File: config.mk
export PLATFORM = sky130hd
export DESIGN_NAME = uart_clk_en
export DESIGN_NICKNAME = d
export VERILOG_FILES = /design/src/rtl/uart_clk_en.sv
export SDC_FILE = /design/constraint.sdc
export NUM_CORES = 1
export LEC_CHECK = 0
export CORE_AREA = 2 2 39 41
export CTS_CLUSTER_DIAMETER = 200
export DETAILED_ROUTE_END_ITERATION = 8
export DIE_AREA = 0 0 41 43
export PLACE_DENSITY = 0.69
export SYNTH_ARGS = -nofsm -noshare
export SYNTH_HDL_FRONTEND = slang
export SYNTH_SLANG_ARGS = --single-unit
File: constraint.sdc
create_clock -name clk -period 3.4 [get_ports clk]
set_input_delay 0.51 -clock clk [delete_from_list [all_inputs] [get_ports clk]]
set_output_delay 0.51 -clock clk [all_outputs]
set_load 0.01 [all_outputs]
File: src/rtl/uart_clk_en.sv
// Baud enable: one-cycle registered pulse every DIV clocks (DIV = CLK_HZ/BAUD rounded to nearest).
// Latency: en is registered, so it follows cnt by one clock. No backpressure: the counter runs freely.
module uart_clk_en #(
  parameter int CLK_HZ = 50_000_000,
  parameter int BAUD   = 9600
) (
  input  logic clk,
  input  logic reset,
  output logic en
);

  // Guard the divisor so a zero BAUD reaches the parameter check below instead of a divide-by-zero.
  localparam int DIV = (CLK_HZ + BAUD / 2) / ((BAUD > 0) ? BAUD : 1);
  localparam int CW  = (DIV > 2) ? $clog2(DIV) : 1;
  localparam logic [CW-1:0] LAST = CW'(DIV - 1);

  if (BAUD <= 0) begin : g_bad_baud
    $error("uart_clk_en: BAUD must be > 0");
  end
  if (CLK_HZ <= 0) begin : g_bad_clk
    $error("uart_clk_en: CLK_HZ must be > 0");
  end
  if (DIV < 2) begin : g_bad_div
    $error("uart_clk_en: DIV must be >= 2");
  end

  logic [CW-1:0] cnt_q, cnt_d;
  logic          en_q, en_d;

  // The wrap is an explicit compare, so the counter is correct for non-power-of-two DIV.
  always_comb begin
    cnt_d = cnt_q + 1'b1;
    en_d  = 1'b0;
    if (cnt_q == LAST) begin
      cnt_d = '0;
      en_d  = 1'b1;
    end
  end

  always_ff @(posedge clk or negedge reset) begin
    if (!reset) begin
      cnt_q <= '0;
      en_q  <= 1'b0;
    end else begin
      cnt_q <= cnt_d;
      en_q  <= en_d;
    end
  end

  assign en = en_q;

endmodule

==> results of run 1 <==
worst max-delay path by stage:
| stage | start | end | slack (ns) | depth (start not counted) |
|---|---|---|---|---|
| floorplan | cnt_q[7] | cnt_q[3] | 1.84 | 3 |
| global placement | cnt_q[7] | cnt_q[3] | 1.76 | 3 |
| detailed placement | cnt_q[7] | cnt_q[1] | 1.74 | 3 |
| CTS | en | en | 1.73 | 1 |
| global route | cnt_q[7] | cnt_q[10] | 1.64 | 3 |
| finish | en | en | 1.75 | 1 |
per-layer routing:
| layer | vias to the layer above | wire [um] | GRT usage (%) | share of wire, % |
|---|---|---|---|---|
| met5 | - | 0 | 0 | 0 |
| met4 | 0 | 18 | 8.00 | 1.4 |
| met3 | 2 | 23 | 3.14 | 1.8 |
| met2 | 6 | 595 | 26.3 | 47 |
| met1 | 246 | 618 | 28.0 | 49 |
| li1 | 236 | - | - | - |
flip-flops by register name, summed over array words and instances, names as in the netlist:
| signal | count |
|---|---|
| cnt_q | 13 |
| en | 1 |
power breakdown:
| group | internal, uW | leakage (uW) | switching [uW] | total, uW |
|---|---|---|---|---|
| clock network | 65.1 | 0.0000210 | 51.8 | 117 |
| logic | 1.01 | 0.000105 | 2.93 | 3.94 |
| registers | 166 | 0.000181 | 0 | 166 |
stage by stage:
step,hold WS (ns),cells
floorplan,0.214,61
detailed placement,0.486,78
global placement,0.476,78
global route,0.529,82
CTS,0.494,82
finish,0.490,82
cell type report:
| class | count | area [sq um] |
|---|---|---|
| clock buffers | 4 | 36.3 |
| fillers | 120 | 637 |
| inverters | 1 | 3.75 |
| multi-input cells | 45 | 317 |
| flip-flops and latches | 14 | 350 |
| well taps | 16 | 20.0 |
| repair buffers | 2 | 20.0 |
Yosys cell counts:
cell and n:
clkbuf_1 1, nor4_4 1, or3b_2 1, nor4_1 2
nor2_1 5, nor2b_1 1, nand2_1 3, nand4_1 4
and3_1 2, o31ai_1 1, nand3_1 5, ha_1 1
or4bb_1 1, dfrtp_1 14, o21ai_0 1, inv_1 1
o41a_1 1, xnor2_1 4, xor2_1 4, nor3_1 1
a21oi_1 2, or4b_4 1, or4_1 1, or3_1 1
and4_1 1, nand2b_1 1
cells by family after synthesis:
group / count (synthesis) / synth area share, %
AO/OA/AOI/OAI: 5 / 5.01
XOR/XNOR: 8 / 10.4
adder cells (fa/ha/maj): 1 / 1.85
buffers and inverters: 2 / 1.11
flip-flops: 14 / 51.9
AND/OR/NAND/NOR: 31 / 29.7
==> summary.md, run 1 <==
| Metric | Value |
|---|---|
| Status | `finished, final reports clean` |
| Drc violations | `0` |
| # resized after CTS | `0` |
| Clock Skews | `0.000531 ns` |
| Area share of the largest cell type after synthesis | `51.9%` |
| Io pins | `3` |
| Buf/Inv on CP | `1` |
| Top cells by area, synth | `dfrtp_1 (52%), xnor2_1 (5.2%), xor2_1 (5.2%)` |
| Share of cells above drive strength 1 | `10.6%` |
| Via count | `490` |
| R2R Path End | `cnt_q[6]` |
| TritonCTS clock tree | `built` |
| Hold-fix buffers at CTS | `0` |
| Largest net degree at the start of global routing | `15` |
| CTS Root Cell | `clkbuf_4` |
| Aggregate global-route resource usage | `18.8%` |
| CP Class | `register to output pin` |
| Layout area overhead | `10.8%` |
| Routed Antenna Nets | `0` |
| Max Buffers Root-to-Sink | `2` |
| # diodes | `0` |
| Worst hold endpoint | `cnt_q[0]` |
| CTS Sinks | `14` |
| Worst path arrival time | `1.14 ns` |
| Design area | `747 sq um` |
| Post-CTS setup buffers | `0` |
| Fin crit share | `48.7%` |
| Number of DRC markers in iteration 0 | `16` |
| Area leader, netlist | `dfrtp_1` |
| Worst Hold Class | `register to register` |
| Die height | `43 um` |
| GRT overflow | `0` |
| Overall Power | `287 uW` |
| Number of synthesized register bits | `14` |
| Fin nets | `70` |
| Peak VDD IR | `244 uV` |
| Reg2Reg Depth | `3` |
| Largest stage delay, worst path | `0.53 ns` |
| RSZ-0062 raised after global routing | `no` |
| Crit start category | `register` |
| First-pass GRT wire length | `2240 um` |
| RR Startpoint | `cnt_q[7]` |
| Die width | `41 um` |
| Seq/Total Area, Yosys | `51.9%` |
| Setup violations, final | `0` |
| Maximum achievable frequency | `604 MHz` |
| Rel. slew slack | `60.5%` |
| DIE AREA | `1760 sq um` |
| Most frequent cells in the layout | `dfrtp_1 (14), nand3_1 (5), nor2_1 (5)` |
| Max-slew violations | `0` |
| Final core utilization | `54.0%` |
| Clk Latency, worst-skew pair | `0.27 ns` |
| Critical path endpoint category | `output pin` |
| Required @ worst endpoint | `2.89 ns` |
| Pleak | `0.000307 uW` |
| Post-DP HPWL | `909 um` |
| Reg2reg setup slack | `1.75 ns` |
| Hold path depth | `1` |
| Initial antenna violation count | `0` |
| Final min period | `1.65 ns` |
| Max FO, Critical Path | `1` |
| Family with the most delay on the worst path | `buffers and inverters` |
| Port Buf Inserts | `2` |
| Syn_area_per_cell | `11.1 sq um` |
| Starting Density | `48.7%` |
| Gpl congestion | `0.822` |
| Slew at the pin with the worst max-slew slack | `0.591 ns` |
| Syn Nets | `64` |
| Clock-pin slew on the worst setup and hold paths | `0.08 ns` |
| MaxCap Viol Count | `0` |
| PD cells | `385 nW/um^2` |
| Synth Instances | `61` |
| Critical path, cell by cell | `clkdlybuf4s50_1` |
| CTS Buf Count | `3` |
| Setup WS pre-CTS | `1.74 ns` |
| Final Hold Fails | `0` |
| Yosys cell types | `26` |
| Final worst slack | `1.75 ns` |
| Setup Total Neg Slack | `0 ns` |
| Vias in the first global route | `482` |
| Core area | `1380 sq um` |
| Wire per inst | `15.3 um` |
| Cell Area, Synth | `674 sq um` |
| Most common cell after layout, fill and taps aside | `dfrtp_1` |
| Placement Cell Area | `711 sq um` |
| Synth warn | `0` |
| Max H-tree Level | `1` |
| Number of core rows | `14` |
| DR pass1 iterations | `4` |
| Vias/cell | `5.98` |
| Total Wirelength | `1260 um` |
| CP max stage cell | `clkdlybuf4s50_1` |
| Hold wc startpoint | `cnt_q[0]` |
(Power assumes the default switching activity.)
==> inputs of run 2 (changes only) <==
==> constraint.sdc (replaced) <==
create_clock -name clk -period 1.6 [get_ports clk]
set_input_delay 0.24 -clock clk [delete_from_list [all_inputs] [get_ports clk]]
set_output_delay 0.24 -clock clk [all_outputs]
set_load 0.01 [all_outputs]
==> run 2 against run 1 <==
Compared with the run above:
- largest cell class unchanged
- critical endpoint is now cnt_q[10]
- sequential cell count did not move
- register-to-register slack got worse by 1.7 ns
- non-clock buffer count rose by 11
- worst setup slack got worse by 1.7 ns
==> summary.md, run 2 (synthesis gave the netlist of run 1 again) <==
| Metric | Value |
|---|---|
| Status | `finished, final reports clean` |
| Rel. slew slack | `79.9%` |
| Max FFs per register | `13` |
| Layout area overhead | `21.0%` |
| R2R Path End | `cnt_q[10]` |
| CP Class | `register to register` |
| Fill count | `129` |
| Initial antenna violation count | `0` |
| Share of cells above drive strength 1 | `22.4%` |
| Port Buf Inserts | `2` |
| Worst path arrival time | `1.70 ns` |
| RR Startpoint | `cnt_q[4]` |
| Wire per inst | `14.7 um` |
| Most common cell after layout, fill and taps aside | `dfrtp_1` |
| DIE AREA | `1760 sq um` |
| GR Util met3 | `4.71%` |
| Drc violations | `0` |
| # diodes | `0` |
| Setup violations, final | `0` |
| RSZ-0062 raised after global routing | `no` |
| Number of core rows | `14` |
| Clock-pin slew on the worst setup and hold paths | `0.08 ns` |
| CTS Buf Count | `3` |
| CTS Sinks | `14` |
| Reg2Reg Depth | `4` |
| Die height | `43 um` |
| Required @ worst endpoint | `1.76 ns` |
| Crit start category | `register` |
| Vias/cell | `5.75` |
| Fin crit share | `96.8%` |
| Clock Skews | `0.00590 ns` |
| Peak VDD IR | `401 uV` |
| Largest net degree at the start of global routing | `15` |
| Clk Latency, worst-skew pair | `0.27 ns` |
| Design area | `816 sq um` |
| Setup WS pre-CTS | `-0.0161 ns` |
| Most frequent cells in the layout | `dfrtp_1 (14), buf_4 (11), nand3_1 (5), nor2_1 (5)` |
| CP max stage cell | `or3b_2` |
| Slew at the pin with the worst max-slew slack | `0.299 ns` |
| GRT overflow | `0` |
| MaxCap Viol Count | `0` |
| Max-slew violations | `0` |
| Die width | `41 um` |
| Placement Cell Area | `763 sq um` |
| Aggregate global-route resource usage | `19.6%` |
| Io pins | `3` |
| Critical path endpoint category | `register` |
| PD cells | `679 nW/um^2` |
| CTS Root Cell | `clkbuf_4` |
| Area of the multi-input gates | `317 sq um` |
| Reg2reg setup slack | `0.05 ns` |
| Fin nets | `81` |
| Max Buffers Root-to-Sink | `2` |
| Gpl congestion | `0.744` |
| Grt peak-use layer | `met2` |
| GR Util met1 | `27.3%` |
| Worst Hold Class | `input pin to async pin` |
| Met2 Usage GRT | `27.5%` |
| Via count | `529` |
| Setup Total Neg Slack | `0 ns` |
| Final min period | `1.55 ns` |
| Total Wirelength | `1350 um` |
| Critical path, cell by cell | `or3b_2 > nor4_4 > buf_4 > a21oi_1` |
| Final Hold Fails | `0` |
| First-pass GRT wire length | `2290 um` |
| Number of DRC markers in iteration 0 | `9` |
| TritonCTS clock tree | `built` |
| Routed Antenna Nets | `0` |
| Register Area | `350 sq um` |
| Max H-tree Level | `1` |
| Pleak | `0.000357 uW` |
| Max FO, Critical Path | `7` |
| Vias in the first global route | `531` |
| Starting Density | `48.7%` |
| Maximum achievable frequency | `646 MHz` |
| Largest stage delay, worst path | `0.50 ns` |
| Final worst slack | `0.0514 ns` |
| DR pass1 iterations | `6` |
| Top reg by flops | `cnt_q` |
| Core area | `1380 sq um` |
run 2: timing repair:
item / in CTS / in global routing
endpoints found under the setup margin: 5 / 5
hold buffers: 0 / 0
pin swaps: 1 / 0
buffers inserted: 1 / 3
gates resized for setup: 0 / 0
run 2: worst max-delay path, delay by kind of cell (launching register included):
kind	cells	cell delay (ns)
compound gates	1	0.04
buf+inv	1	0.18
flops	1	0.43
simple gates	2	0.78
run 2: how the worst max path moves through the flow:
stage,slack (ns),endpoint,cells after the start,start
5_1_grt,0.005,cnt_q[10],4,cnt_q[0]
4_1_cts,0.06,cnt_q[3],4,cnt_q[4]
2_1_floorplan,0.04,cnt_q[3],3,cnt_q[7]
3_3_place_gp,0.01,cnt_q[4],3,cnt_q[7]
3_5_place_dp,-0.02,cnt_q[3],3,cnt_q[7]
6_report,0.05,cnt_q[10],4,cnt_q[4]
run 2: per-stage QoR:
| stage | cells | utilization [%] | hold WS, ns | total power [uW] |
|---|---|---|---|---|
| after floorplan | 61 | - | -0.0556 | 361 |
| after global placement | 85 | 55.2 | 0.472 | 372 |
| after detailed placement | 85 | 55.2 | 0.468 | 372 |
| after CTS | 89 | 57.3 | 0.275 | 561 |
| after global routing | 92 | 59.0 | 0.298 | 582 |
| final | 92 | 59.0 | 0.274 | 554 |
run 2: area by class of cell:
cell class                 instances  area share, %
timing repair buffer              13           12.6
inverter                           1          0.460
tap                               16           2.45
clock buffer                       3           2.76
multi-input combinational         45           38.8
sequential                        14           42.9
run 2: where the power goes:
part | internal [uW] | leakage, uW | switching, uW
sequential | 353 | 0.000181 | 0
combinational | 3.76 | 0.000162 | 7.06
clock | 87.0 | 0.0000138 | 103
run 2: per-layer routing:
metal	routed length [um]	vias up	part of all wire, %
met5	0	-	0
li1	-	255	-
met2	656	6	49
met1	636	264	47
met3	25	4	1.9
met4	29	0	2.2
==> inputs of run 3 (changes only) <==
==> config.mk (replaced) <==
export PLATFORM = sky130hd
export DESIGN_NAME = uart_clk_en
export DESIGN_NICKNAME = d
export VERILOG_FILES = /design/src/rtl/uart_clk_en.sv
export SDC_FILE = /design/constraint.sdc
export NUM_CORES = 1
export LEC_CHECK = 0
export CELL_PAD_IN_SITES_DETAIL_PLACEMENT = 2
export CELL_PAD_IN_SITES_GLOBAL_PLACEMENT = 2
export CORE_ASPECT_RATIO = 0.75
export CORE_MARGIN = 2
export CORE_UTILIZATION = 37
export CTS_BUF_LIST = sky130_fd_sc_hd__clkbuf_4 sky130_fd_sc_hd__clkbuf_8 sky130_fd_sc_hd__clkbuf_16
export CTS_CLUSTER_DIAMETER = 200
export DETAILED_ROUTE_END_ITERATION = 8
export PLACE_DENSITY = 0.73
export SYNTH_ARGS = -nofsm -noshare
export SYNTH_HDL_FRONTEND = slang
export SYNTH_SLANG_ARGS = --single-unit
==> run 3 against run 2 <==
Compared with the run above:
- largest cell class unchanged
- first-iteration DRC count up 22%
- sequential cell count did not move
- fmax shrank 3.9%
- worst setup slack got worse by 0.064 ns
- sequential power about the same
- register-to-register slack got worse by 0.06 ns
- critical path depth is the same
- die area up 24%
- count of clock-buffer cells in the layout unchanged
- wire length up 44%
- largest power group unchanged
- the flow now finishes with violations (setup timing)
- via count rose by 4.2%
==> summary.md, run 3 (synthesis gave the netlist of run 1 again) <==
| Metric | Value |
|---|---|
| Worst Hold Class | `input pin to async pin` |
| Peak VDD IR | `321 uV` |
| Placement Cell Area | `793 sq um` |
| CTS Root Cell | `clkbuf_4` |
| CTS Sinks | `14` |
| Final min period | `1.61 ns` |
| MaxCap Viol Count | `0` |
| PD cells | `669 nW/um^2` |
| Number of core rows | `13` |
| Share of cells above drive strength 1 | `32.0%` |
| Die height | `41.0 um` |
| Final core utilization | `48.9%` |
| Drc violations | `0` |
| CP Class | `register to register` |
| Starting Density | `39.1%` |
| Failing checks | `setup timing` |
| Most frequent cells in the layout | `dfrtp_1 (11), buf_4 (10), nand3_1 (5)` |
| Clk Latency, worst-skew pair | `0.28 ns` |
| Required @ worst endpoint | `1.78 ns` |
| Total Wirelength | `1940 um` |
| RSZ-0062 raised after global routing | `yes` |
| Max FO, Critical Path | `5` |
| Final Hold Fails | `0` |
| Routed Antenna Nets | `0` |
| Top reg by flops | `cnt_q` |
| Max FFs per register | `13` |
| Rel. slew slack | `71.1%` |
| Maximum achievable frequency | `620 MHz` |
| Fin crit share | `101%` |
| Io pins | `3` |
| DIE AREA | `2180 sq um` |
| Max H-tree Level | `1` |
| Fin nets | `80` |
| Pleak | `0.000353 uW` |
| Fill count | `188` |
| Slew at the pin with the worst max-slew slack | `0.429 ns` |
| Setup Total Neg Slack | `-0.0333 ns` |
| Initial antenna violation count | `0` |
| Core area | `1720 sq um` |
| Design area | `843 sq um` |
| TritonCTS clock tree | `built` |
| First-pass GRT wire length | `2930 um` |
| Most common cell after layout, fill and taps aside | `dfrtp_1` |
| Max-slew violations | `0` |
| Final worst slack | `-0.0123 ns` |
| CTS Buf Count | `3` |
| Area of the multi-input gates | `340 sq um` |
| Number of DRC markers in iteration 0 | `11` |
| Crit start category | `register` |
| Vias/cell | `5.68` |
| Gpl congestion | `0.754` |
| Layout area overhead | `25.0%` |
| Clock-pin slew on the worst setup and hold paths | `0.08 ns` |
| # diodes | `0` |
| Max Buffers Root-to-Sink | `2` |
| Critical path endpoint category | `register` |
| Aggregate global-route resource usage | `20.7%` |
| GRT overflow | `0` |
| Worst path arrival time | `1.79 ns` |
| Hold-fix buffers at CTS | `0` |
| Worst hold margin | `0.267 ns` |
| Setup violations, final | `4` |
| Die width | `53.3 um` |
| Status | `complete, but fails checks` |
| Wire per inst | `20.0 um` |
| Vias in the first global route | `540` |
| Via count | `551` |
| Largest net degree at the start of global routing | `15` |
| Port Buf Inserts | `2` |
| Post-DP HPWL | `1390 um` |
| Post-CTS setup buffers | `0` |
| Clock Skews | `0.00115 ns` |
| Register Area | `354 sq um` |
| DR pass1 iterations | `4` |
run 3: cell count changes in the layout (fill, tap and decap cells not counted), sizes merged:
| cell | previous run | this run |
|---|---|---|
| buf | 11 | 10 |
run 3: layer usage:
layer / wire (um) / GRT usage, %
met2: 899 / 31.8
met5: 0 / 0
met3: 68 / 6.57
met1: 925 / 27.5
met4: 48 / 7.69
run 3: metrics by stage:
step           instances  power [uW]  setup WS [ns]
2_1_floorplan         61         361         0.0429
3_3_place_gp          94         372         0.0415
3_5_place_dp          94         372         0.0137
4_1_cts               97         573        0.00393
5_1_grt               97         591        -0.0582
6_report              97         564        -0.0123
run 3: area by class of cell:
cell class | instances | share of cell area (%)
Sequential cell | 14 | 42.0
Inverter | 1 | 0.445
Clock buffer | 3 | 2.67
Tap cell | 22 | 3.26
Timing Repair Buffer | 12 | 11.3
Multi-Input combinational cell | 45 | 40.4
run 3: worst paths after layout:
| check | startpoint | to | slack [ns] | cells after the start |
|---|---|---|---|---|
| setup / recovery | cnt_q[9] | cnt_q[4] | -0.01 | 4 |
| hold / removal | reset | cnt_q[6] | 0.27 | 2 |
| setup reg to reg | cnt_q[9] | cnt_q[4] | -0.01 | 4 |
| hold reg to reg | cnt_q[0] | cnt_q[0] | 0.53 | 1 |
| max in group asynchronous | reset | cnt_q[0] | 1.15 | 2 |
| min in group clk | cnt_q[0] | cnt_q[0] | 0.53 | 1 |
run 3: timing repair:
action	4_1_cts	5_1_grt
setup endpoints to repair	1	8
hold endpoints to repair	0	0
pin swaps	1	2
resized for setup	2	7
run 3: where the power goes:
part	switching, uW	total (uW)	internal, uW
combinational	7.27	11.0	3.76
clock	112	199	87.5
sequential	0	353	353
run 3: critical path, stage by stage (launching register included):
cell and delay (ns):
dfrtp_1 0.38, or4b_4 0.56, nor4_4 0.31, buf_4 0.20, nor2_2 0.05
